<file path="config.mk">
export PLATFORM = sky130hd
export DESIGN_NAME = mem_bus_ctrl
export DESIGN_NICKNAME = d
export VERILOG_FILES = /design/src/rtl/mem_bus_ctrl.sv
export SDC_FILE = /design/constraint.sdc
export NUM_CORES = 1
export LEC_CHECK = 0
export ABC_AREA = 1
export CAP_MARGIN = 20
export CORE_ASPECT_RATIO = 0.75
export CORE_MARGIN = 2
export CORE_UTILIZATION = 44
export DETAILED_ROUTE_END_ITERATION = 16
export PLACE_DENSITY_LB_ADDON = 0.05
export SYNTH_ARGS = -nofsm -noshare
export SYNTH_HDL_FRONTEND = slang
export SYNTH_SLANG_ARGS = --single-unit
export TNS_END_PERCENT = 100
</file>
<file path="constraint.sdc">
create_clock -name clock -period 2.69 [get_ports clock]
set_input_delay 0.6725 -clock clock [delete_from_list [all_inputs] [get_ports clock]]
set_output_delay 0.6725 -clock clock [all_outputs]
set_load 0.005 [all_outputs]
</file>
<file path="src/rtl/mem_bus_ctrl.sv">
// Memory bus controller: decodes a CPU request into one of NUM_REGIONS chip
// selects, inserts per-region wait states and returns a one-cycle response.
// Optional feature: define MEM_BUS_ERR_EN to report unmatched addresses as bus errors.
module mem_bus_ctrl #(
  parameter int ADDR_WIDTH  = 32,
  parameter int DATA_WIDTH  = 64,
  parameter int NUM_REGIONS = 4,
  parameter logic [NUM_REGIONS*ADDR_WIDTH-1:0] REGION_BASE =
    {32'hFFFF_FFFF, 32'h8000_0000, 32'h0001_0000, 32'h0000_0000},
  parameter logic [NUM_REGIONS*ADDR_WIDTH-1:0] REGION_MASK =
    {32'hFFFF_FFFF, 32'hFFFF_FF00, 32'hFFFF_0000, 32'hFFFF_F000},
  parameter logic [NUM_REGIONS*4-1:0] WAIT_STATES = 16'h0310
) (
  input  logic                   clock,
  input  logic                   reset,
  input  logic                   req_valid,
  output logic                   req_ready,
  input  logic                   req_write,
  input  logic [ADDR_WIDTH-1:0]  req_addr,
  input  logic [1:0]             req_size,
  input  logic [DATA_WIDTH-1:0]  req_wdata,
  output logic                   rsp_valid,
  output logic                   rsp_err,
  output logic [DATA_WIDTH-1:0]  rsp_rdata,
  output logic [ADDR_WIDTH-1:0]  mem_addr,
  output logic [1:0]             mem_size,
  output logic [DATA_WIDTH-1:0]  mem_wdata,
  input  logic [DATA_WIDTH-1:0]  mem_rdata,
  output logic [NUM_REGIONS-1:0] mem_cs,
  output logic                   mem_re,
  output logic                   mem_we,
  output logic                   busy
);

  typedef enum logic [1:0] {IDLE, ACCESS, DONE} state_t;

  state_t                 state;
  logic [3:0]             cnt;
  logic                   wr_q;
  logic [NUM_REGIONS-1:0] dec_cs;
  logic                   dec_hit;
  logic [3:0]             dec_wait;

  // Scan from the top index down so the lowest matching region overrides.
  always_comb begin
    dec_cs   = '0;
    dec_hit  = 1'b0;
    dec_wait = '0;
    for (int i = NUM_REGIONS - 1; i >= 0; i--) begin
      if ((req_addr & REGION_MASK[i*ADDR_WIDTH +: ADDR_WIDTH]) ==
          REGION_BASE[i*ADDR_WIDTH +: ADDR_WIDTH]) begin
        dec_cs    = '0;
        dec_cs[i] = 1'b1;
        dec_hit   = 1'b1;
        dec_wait  = WAIT_STATES[i*4 +: 4];
      end
    end
`ifndef MEM_BUS_ERR_EN
    if (!dec_hit) begin
      dec_cs    = '0;
      dec_cs[0] = 1'b1;
      dec_wait  = WAIT_STATES[3:0];
    end
`endif
  end

  assign req_ready = (state == IDLE);
  assign busy      = (state != IDLE);

  always_ff @(posedge clock or negedge reset) begin
    if (!reset) begin
      state     <= IDLE;
      cnt       <= '0;
      wr_q      <= 1'b0;
      rsp_valid <= 1'b0;
      rsp_err   <= 1'b0;
      rsp_rdata <= '0;
      mem_addr  <= '0;
      mem_size  <= '0;
      mem_wdata <= '0;
      mem_cs    <= '0;
      mem_re    <= 1'b0;
      mem_we    <= 1'b0;
    end else begin
      case (state)
        IDLE: begin
          if (req_valid) begin
            mem_addr  <= req_addr;
            mem_size  <= req_size;
            mem_wdata <= req_wdata;
            wr_q      <= req_write;
`ifdef MEM_BUS_ERR_EN
            if (!dec_hit) begin
              // No region claims the address: answer with an error, touch no memory.
              state     <= DONE;
              cnt       <= '0;
              rsp_valid <= 1'b1;
              rsp_err   <= 1'b1;
              rsp_rdata <= '0;
            end else begin
`else
            begin
`endif
              state  <= ACCESS;
              cnt    <= dec_wait;
              mem_cs <= dec_cs;
              mem_re <= ~req_write;
              mem_we <= req_write && (dec_wait == 4'd0);
            end
          end
        end
        ACCESS: begin
          if (cnt == 4'd0) begin
            state     <= DONE;
            mem_cs    <= '0;
            mem_re    <= 1'b0;
            mem_we    <= 1'b0;
            rsp_valid <= 1'b1;
            rsp_err   <= 1'b0;
            if (!wr_q) rsp_rdata <= mem_rdata;
          end else begin
            // Strobe is registered, so raise it when entering the count==0 cycle.
            cnt    <= cnt - 4'd1;
            mem_we <= wr_q && (cnt == 4'd1);
          end
        end
        DONE: begin
          state     <= IDLE;
          rsp_valid <= 1'b0;
          rsp_err   <= 1'b0;
        end
        default: state <= IDLE;
      endcase
    end
  end

endmodule

</file>
Word-level counts from Yosys, hierarchy flattened
Cells that the tools add are included.
Storage, ports and cells
  bits in registers: 177
  latch bits: 0
  memory bits (writable): 0
  bits in read-only memories: 0
  input port bits: 166
  output and inout port bits: 172
  word-level logic and storage cells: 71
  memories kept: 0
Cells by class
  $add $sub $neg: 1
  $mul: 0
  div/mod/pow operators: 0
  order comparisons: 0
  equality and inequality tests: 9
  shifts and indexed selects: 0
  muxes and demuxes: 31
  bitwise gates (word level): 2
  reductions and logical operators: 16
Operators by type and width (number)
  $mux 4: 11
  $eq 32x32->1 const B: 1
  $logic_not 32->1: 1
  $eq 24x24->1 const B: 1
  $eq 16x1->1 const B: 1
  $pmux 4 s2: 2
  $mux 1: 9
  $reduce_and 3->1: 3
  $logic_not 4->1: 2
  $mux 2: 4
  $pmux 1 s2: 4
  $reduce_and 2->1: 4
  $ne 2x2->1 const B: 3
  $reduce_bool 2->1: 3
  $eq 4x1->1 const B: 1
  $pmux 2 s2: 1
  $sub 4x1->4 const B: 1
  $eq 2x1->1 const B: 1
  $eq 2x2->1 const B: 1
  $logic_and 1x1->1: 2
  $logic_not 2->1: 1
  $not 1->1: 2

Depth between registers and ports, before layout
Gate-level depths: netlist of the first run.
  depth after elaboration: 10
  gate-level depth with buffers: 10
  depth with buffers taken out: 9

Worst setup path after synthesis of the first run
Ideal clock, no wire load.
  path type: input to register
  start point: input req_valid
  end point: register mem_addr[0]
  setup time: 116 ps
  arrival: 1402 ps
  required time: 2574 ps
  path slack: 1171 ps
  cell stages on the path: 7
  path buffers: 2
  cells stage by stage: inv_1 -> nor2_4 -> inv_2 -> buf_2 -> buf_2 -> nand2_1 -> nand2_1
Between the ends
  cells in the longest elaborated chain, start to end: 1
RTL lines
  from (decl): RTL line 16  | input logic req_valid,
  $reduce_and 2->1 (no source line)
  to (signal assigned): RTL line 88  | mem_addr <= req_addr;
  to (decl): RTL line 25  | output logic [ADDR_WIDTH-1:0] mem_addr,
Every way passes these cells.
A chain may end at the register's enable or synchronous reset.

Final worst setup path of the first run
  start point: register state[1]
  end point: output req_ready
Between the ends
  cells in the longest elaborated chain, start to end: 1
RTL lines
  from (decl): RTL line 37  | state_t state;
  from (signal assigned): RTL line 72  | state <= IDLE;
  from (signal assigned): RTL line 104  | state <= ACCESS;
  from (signal assigned): RTL line 114  | state <= DONE;
  $logic_not 2->1: RTL line 67  | assign req_ready = (state == IDLE);
  to (decl): RTL line 17  | output logic req_ready,
Every way passes these cells.

==> results.md, run 1 <==
- Die X: 151 um
- WP data required: 2.02 ns
- Synth Area per Inst: 8.62 um^2
- GP Congestion: 0.778
- Clk buf depth: 2
- Most Crowded Layer GR: met2
- Cell variety after synth: 24
- Commonest cells in the synthesized netlist: 462 x nand2_1, 176 x dfrtp_1, 52 x o21ai_0
- Mapped Area: 7150 um^2
- Post-CTS resize count: 0
- Async SR Flop Fraction: 1.00
- Gr ovfl total: 0
- Placed Instance Area: 10700 um^2
- Die Span Y: 114 um
- Setup crit end kind: primary output
- Vias per cell: 4.72
- DRT Pass-1 Iters: 5
- Crit path max fanout: 3
- Final period util: 0.840
- Vias in the first global route: 6148
- Initial core utilization: 0.448
- FF+latch count, synth: 176
- Final slew viol count: 0
- Clk sinks: 176
- Sequential Area: 4410 um^2
- GRT met3 Usage: 0.0861
- Syn. warnings: 0
- Startpoint Class: flop
- Sequential fraction of the synthesis area: 0.616
- Setup violators final: 0
- Post-route DRC: 0
- Most frequent CP cell: inv_1
- Leak: 5.34 nW
- Kind of critical path: reg -> out
- Proportion of layout cells with a drive suffix above 1: 0.0463
- FMAX: 442 MHz
- Most common cell in the netlist: nand2_1
- Met1 GRT Util: 0.293
- Hold Path Class: in -> async
- Multi-input combinational cell area: 2420 um^2
- RSZ-0062 raised after global routing: false
- TritonCTS Buffers: 17
- Post-synthesis net count: 999
- Number of port buffers: 336
- Most used DFF post-synth: dfrtp_1
- Core area: 16000 um^2
- NumNets Final: 1322
- Post-synth top area share: 0.616
- Placement row count: 40
- Worst vdd ir: 0.000585 V
- CTS Root Cell: clkbuf_16
- Worst-path clk slew: 0.07 ns
- CTS tree: built
- Final instance area: 11200 um^2
- Final Hold Vio Count: 0
- Fillers: 1268
- Fin Setup TNS: 0 ns
- Crit-path cells: inv_1 -> nand2_2 -> inv_1 -> clkdlybuf4s50_1
- WL/cell: 15.2 um
- First-pass GRT wire length: 31900 um
- Slew HR: 0.548
- Cell type with the largest total area after synthesis: dfrtp_1
- Ports: 338
- Final antenna-violating net count: 0
- Postcts setup bufs: 0
- Clock Skews: 0.00727 ns
- Initial antenna violation count: 0
- Crit path time final: 2.26 ns
- Starting DRT DRC Count: 368
- Area delta synth->final: 57.2%
- Critical path's slowest cell: clkdlybuf4s50_1
- Synth area leaders: dfrtp_1 62%, nand2_1 24%, o21ai_0 3.6%
- Met2 Use GR: 0.393
- Slew @ Worst Pin: 0.677 ns
- Post-CTS Hold Fix Bufs: 0
- Cell Pwr Density: 1110 nW/um^2
- ANT cells: 0
- Detailed Route WL: 20800 um
- Skew-Pair Late Insertion Delay: 0.42 ns
- Synthesized instance count: 830
- Dpl hpwl: 14500 um
- CP arrival: 1.59 ns
- Status: finished clean
- Total track usage: 0.239
- H-tree depth: 4
- Largest net degree at the start of global routing: 100
- Largest stage delay on the critical path: 0.49 ns
- Die area: 17300 um^2
- EDFF count, synth: 0
- Via count: 6496
- # Max-Cap Violations: 0
## worst max-delay path, delay by kind of cell, from the launching register on
family                 cells  cell delay (ns)
buffers and inverters      3             0.66
and+or+nand+nor            1             0.10
DFF                        1             0.40
## layout by cell type, fill, tap and decap left out, drive strengths merged
cell type	n
xnor2	2
nand3	5
clkinvlp	2
clkbuf	19
nand2	463
a21oi	4
clkdlybuf4s50	335
bufinv	1
buf	11
o31ai	1
nand3b	1
ha	3
clkinv	7
dfrtp	176
nor2	37
conb	1
nor3	1
inv	21
o21ai	76
## layout make-up
class                           instances  area share
Timing Repair Buffer                  346       0.311
Clock buffer                           19      0.0403
Inverter                               18     0.00612
Tap cell                              210      0.0234
Sequential cell                       176       0.392
Multi-Input combinational cell        594       0.216
Clock inverter                         13      0.0115
## path summary, 6_finish.rpt
path                                from            end  slack [ns]  cells after the start
max                             state[1]      req_ready        0.43                      4
min reg2reg                mem_wdata[52]  mem_wdata[52]        0.47                      2
max reg2reg                       cnt[0]  rsp_rdata[59]        0.78                      8
max in group asynchronous          reset   mem_wdata[7]        1.74                      2
min in group clock         mem_wdata[52]  mem_wdata[52]        0.47                      2
min                                reset   mem_addr[15]        0.24                      1
## routing by layer
metal | vias up | routed length (um)
li1 | 3200 | -
met1 | 3042 | 8400
met2 | 225 | 10100
met3 | 29 | 2000
met4 | 0 | 376
met5 | - | 0
## stage by stage
stage	util	power, mW	std cells	setup slack (ns)	hold slack, ns
2_1_floorplan	-	6.82	830	1.17	0.377
3_3_place_gp	0.668	10.1	1344	0.550	0.453
3_5_place_dp	0.668	10.2	1344	0.540	0.457
4_1_cts	0.704	12.7	1376	0.409	0.261
5_1_grt	0.704	13.5	1376	0.357	0.280
6_report	0.704	12.5	1376	0.430	0.236
## logic make-up after synthesis
| logic type | count (synthesis) | share of synthesized area |
|---|---|---|
| AOI/OAI and AO/OA | 81 | 0.0570 |
| xor gates and xnor gates | 2 | 0.00245 |
| adders and majority gates | 3 | 0.00525 |
| buffers and inverters | 60 | 0.0453 |
| DFF | 176 | 0.616 |
| other | 1 | 0.000524 |
| and+or+nand+nor | 507 | 0.274 |
## state kept, by name, summed over array words and instances (netlist names), 2 cells and up
signal	count
mem_wdata	64
rsp_rdata	64
mem_addr	32
cnt	4
mem_cs	4
mem_size	2
state	2
## where the power goes
part	internal, mW	switching [mW]	total (mW)
Clock	1.34	1.08	2.42
Combinational	3.00	2.47	5.47
Sequential	3.92	0.711	4.63
Total	8.27	4.26	12.5
Power figures use the tool's default switching activity.
==> inputs of run 2 (changes only) <==
Settings changed: CORE_UTILIZATION 44 to 41.
Clock period 2.69 ns to 2.35 ns, I/O delays scaled along.
==> run 2 against run 1 <==
Against the previous run:
- clock skew is 0.00098 ns higher
- worst hold slack worse by 0.15 ns
- combinational power is 16% higher
- die area is 7.1% higher
- sequential power is 14% higher
- utilization is 3.6 points lower
- critical path type unchanged
- highest routed layer unchanged
==> results.md, run 2 (synthesis results as in run 1) <==
- Status: finished clean
- CP endpoint: req_ready
- Dpl hpwl: 14800 um
- Post-CTS resize count: 0
- Starting DRT DRC Count: 488
- H-tree depth: 4
- Die area: 18500 um^2
- Slew @ Worst Pin: 0.505 ns
- Crit path time final: 2.16 ns
- Most common cell after layout, fill and taps aside: nand2_1
- Fillers: 1408
- CTS Root Cell: clkbuf_16
- Hold Path Class: in -> async
- Leak: 5.38 nW
- Final slew viol count: 0
- Most frequent CP cell: inv_1
- Util after Layout: 0.669
- Clk sinks: 176
- Cell Pwr Density: 1290 nW/um^2
- NumNets Final: 1327
- Critical path's slowest cell: clkdlybuf4s50_1
- Final instance area: 11300 um^2
- WL/cell: 15.0 um
- Ports: 338
- Vias per cell: 4.60
- Fin Setup TNS: 0 ns
- Detailed Route WL: 20800 um
- Kind of critical path: reg -> out
- Initial core utilization: 0.423
- Startpoint Class: flop
- Placed Instance Area: 10700 um^2
- Worst-path clk slew: 0.06 ns
- Largest net degree at the start of global routing: 65
- Postcts setup bufs: 0
- FMAX: 463 MHz
- Top delay family on crit path: buffers and inverters
- Die X: 157 um
- Clk buf depth: 2
- Core area: 16900 um^2
- Setup crit end kind: primary output
- Clock Skews: 0.00826 ns
- WP data required: 1.76 ns
- Via count: 6371
- Die Span Y: 118 um
- CP arrival: 1.57 ns
- Proportion of layout cells with a drive suffix above 1: 0.0495
- Worst vdd ir: 0.000752 V
- Flop-to-flop setup slack: 0.67 ns
- Crit-path cells: inv_1 -> nand2_2 -> inv_1 -> clkdlybuf4s50_1
- R2R depth: 9
- Post-route DRC: 0
- TritonCTS Buffers: 17
- Vias in the first global route: 6219
- Post-CTS Hold Fix Bufs: 0
- Sequential Area: 4410 um^2
- Skew-Pair Late Insertion Delay: 0.43 ns
- Area delta synth->final: 58.3%
- Total Power: 14.6 mW
- Final antenna-violating net count: 0
- Largest stage delay on the critical path: 0.49 ns
- Total track usage: 0.231
- Final period util: 0.919
- RR Startpoint: cnt[0]
- CP bufs+invs: 3
- DRT Pass-1 Iters: 4
- Critical Path Source: state[1]
- Multi-input combinational cell area: 2420 um^2
- Slew HR: 0.663
- GP Congestion: 0.799
- Worst r2r dst: rsp_rdata[54]
- Placement row count: 41
- # Max-Cap Violations: 0
- RSZ-0062 raised after global routing: false
- Worst slack at placement: 0.313 ns
- ANT cells: 0
- CTS tree: built
- Final Hold Vio Count: 0
- Gr ovfl total: 0
- Biggest regs: mem_wdata (64), rsp_rdata (64), mem_addr (32)
- Number of port buffers: 336
- Crit path setup slack, layout: 0.191 ns
- Initial antenna violation count: 0
- Crit path max fanout: 3
- First-pass GRT wire length: 33300 um
- Most frequent cells in the layout: 462 x nand2_1, 335 x clkdlybuf4s50_1, 175 x dfrtp_1
- Crit path depth: 4
- Setup violators final: 0
run 2: cell types whose count changed in the layout (fill, tap and decap cells not counted), sizes merged:
cell,before,now
clkinv,7,5
clkinvlp,2,3
inv,21,19
bufinv,1,3
buf,11,16
clkbuf,19,20
run 2: how the worst min path moves through the flow:
stage                  start            end  slack, ns  depth (start not counted)
4_1_cts                reset   mem_addr[19]       0.08                          1
2_1_floorplan          reset         cnt[0]       0.29                          0
5_1_grt                reset   mem_addr[19]       0.09                          1
3_5_place_dp   mem_wdata[63]  mem_wdata[63]       0.46                          2
3_3_place_gp   mem_wdata[46]  mem_wdata[46]       0.45                          2
6_report               reset   mem_addr[19]       0.08                          1
run 2: power breakdown:
part           total [mW]  internal, mW  switching (mW)
registers            5.28          4.49           0.791
logic                6.34          3.49            2.86
clock network        2.94          1.74            1.21
total                14.6          9.72            4.86
run 2: layout make-up:
type / count / area share
clock inverter: 12 / 0.0139
tap: 215 / 0.0238
clock buffer: 20 / 0.0403
sequential: 176 / 0.389
timing repair buffer: 351 / 0.313
multi-input combinational: 594 / 0.214
inverter: 18 / 0.00608
run 2: worst register-to-register path: cells and delay by family, from the launching register on:
kind	cells	cell delay (ns)
buffers and inverters	3	0.54
flip-flops	1	0.40
adder cells (fa/ha/maj)	1	0.16
AND/OR/NAND/NOR	5	0.53
run 2: routing by layer:
layer / part of all wire / routed length (um) / vias up / GRT usage
li1: - / - / 3209 / -
met1: 0.42 / 8780 / 2910 / 0.296
met2: 0.47 / 9730 / 225 / 0.366
met3: 0.088 / 1820 / 27 / 0.0799
met4: 0.021 / 436 / 0 / 0.0826
met5: 0 / 0 / - / 0
run 2: stage by stage:
stage | cells | hold slack, ns
after CTS | 1386 | 0.0835
after global placement | 1354 | 0.452
final | 1386 | 0.0831
after global routing | 1386 | 0.0930
after floorplan | 830 | 0.292
after detailed placement | 1354 | 0.457
==> inputs of run 3 (changes only) <==
Settings changed: CORE_UTILIZATION 41 to 40.
==> run 3 against run 2 <==
Against the previous run:
- clock skew is 0.0040 ns higher
- global-route usage is 1.2 points lower
- wire length is 0.45% lower
- cell count is 1.9% higher
- sequential power is 0.9% lower
- critical path type unchanged
- largest power group unchanged
==> results.md, run 3 (synthesis results as in run 1) <==
- Status: finished clean
- Clk buf depth: 2
- Gr ovfl total: 0
- Proportion of layout cells with a drive suffix above 1: 0.0470
- Postcts setup bufs: 0
- FMAX: 464 MHz
- Die area: 19000 um^2
- Area delta synth->final: 59.1%
- Initial core utilization: 0.406
- Final Hold Vio Count: 0
- NumNets Final: 1326
- Total track usage: 0.219
- R2R depth: 10
- Vias per cell: 4.49
- Crit path time final: 2.16 ns
- Most common cell after layout, fill and taps aside: nand2_1
- Most frequent cells in the layout: 462 x nand2_1, 335 x clkdlybuf4s50_1, 175 x dfrtp_1
- RSZ-0062 raised after global routing: false
- Detailed Route WL: 20700 um
- Worst-path clk slew: 0.06 ns
- Die X: 158 um
- Die Span Y: 120 um
- TritonCTS Buffers: 17
- Final slew viol count: 0
- WP data required: 1.76 ns
- Crit path max fanout: 3
- Kind of critical path: reg -> out
- Flop-to-flop setup slack: 0.58 ns
- Placed Instances: 1379
- Worst vdd ir: 0.000756 V
- Clock Skews: 0.0122 ns
- H-tree depth: 4
- CP arrival: 1.57 ns
- Initial antenna violation count: 0
- WL/cell: 14.6 um
- Starting DRT DRC Count: 309
- Util after Layout: 0.646
- Skew-Pair Late Insertion Delay: 0.42 ns
- Cell Pwr Density: 1280 nW/um^2
- Hold Path Class: reg -> reg
- Ports: 338
- Setup crit end kind: primary output
- ANT cells: 0
- Post-route DRC: 0
- Largest net degree at the start of global routing: 73
- Post-CTS resize count: 0
- Final period util: 0.917
- Post-Layout Cell Count: 1412
- Clk sinks: 176
- Dpl hpwl: 14800 um
- GP Congestion: 0.771
- Leak: 5.38 nW
- Fin Setup TNS: 0 ns
- Post-CTS Hold Fix Bufs: 1
- # Max-Cap Violations: 0
- Placement row count: 42
- CTS Root Cell: clkbuf_16
- Startpoint Class: flop
- Via count: 6343
- Biggest regs: mem_wdata (64), rsp_rdata (64), mem_addr (32)
- Core area: 17600 um^2
- CTS tree: built
- Hold path cells: 2
- Setup violators final: 0
- DRT Pass-1 Iters: 5
- Final antenna-violating net count: 0
- First-pass GRT wire length: 32300 um
- Vias in the first global route: 6290
- Number of port buffers: 336
## run 3: changes by cell type in the layout (fill, tap and decap cells not counted), sizes merged
cell / change
bufinv: +1
clkinv: +1
clkinvlp: -2
buf: -2
dlygate4sd3: +1
## run 3: worst paths after layout
kind | start | to
max in group asynchronous | reset | wr_q
worst min register to register | mem_wdata[11] | mem_wdata[11]
min in group asynchronous | reset | mem_addr[12]
worst min-delay path | mem_wdata[11] | mem_wdata[11]
worst max register to register | cnt[0] | mem_cs[2]
worst max-delay path | state[1] | req_ready
## run 3: cell type report
class                   count  area (um^2)
multi-input cells         594         2420
flip-flops and latches    176         4410
inverters                  18         68.8
repair buffers            350         3550
clock buffers              20          447
clock inverters            12          181
fillers                  1516         6230
well taps                 242          303
## run 3: power breakdown
group          internal [mW]  switching (mW)
sequential              4.49           0.741
clock                   1.82            1.18
combinational           3.49            2.89
total                   9.80            4.81
## run 3: critical path, cell delays in order, from the launching register on
cell,delay (ns)
dfrtp_1,0.41
inv_1,0.09
nand2_2,0.10
inv_1,0.07
clkdlybuf4s50_1,0.49
## run 3: metal layers
layer	vias up	wire length, um	part of all wire	track usage
met2	218	9710	0.47	0.363
li1	3206	-	-	-
met3	19	1990	0.096	0.0823
met4	0	303	0.015	0.0636
met5	-	0	0	0
met1	2900	8670	0.42	0.268
## run 3: metrics by stage
step | power [mW] | area, um^2 | setup WS [ns] | hold slack [ns]
after CTS | 14.8 | 11400 | 0.170 | 0.473
after global routing | 15.7 | 11400 | 0.109 | 0.489
after global placement | 11.7 | 10700 | 0.371 | 0.415
final | 14.6 | 11400 | 0.194 | 0.466
after detailed placement | 11.7 | 10700 | 0.332 | 0.416
after floorplan | 7.81 | 7150 | 0.886 | 0.292
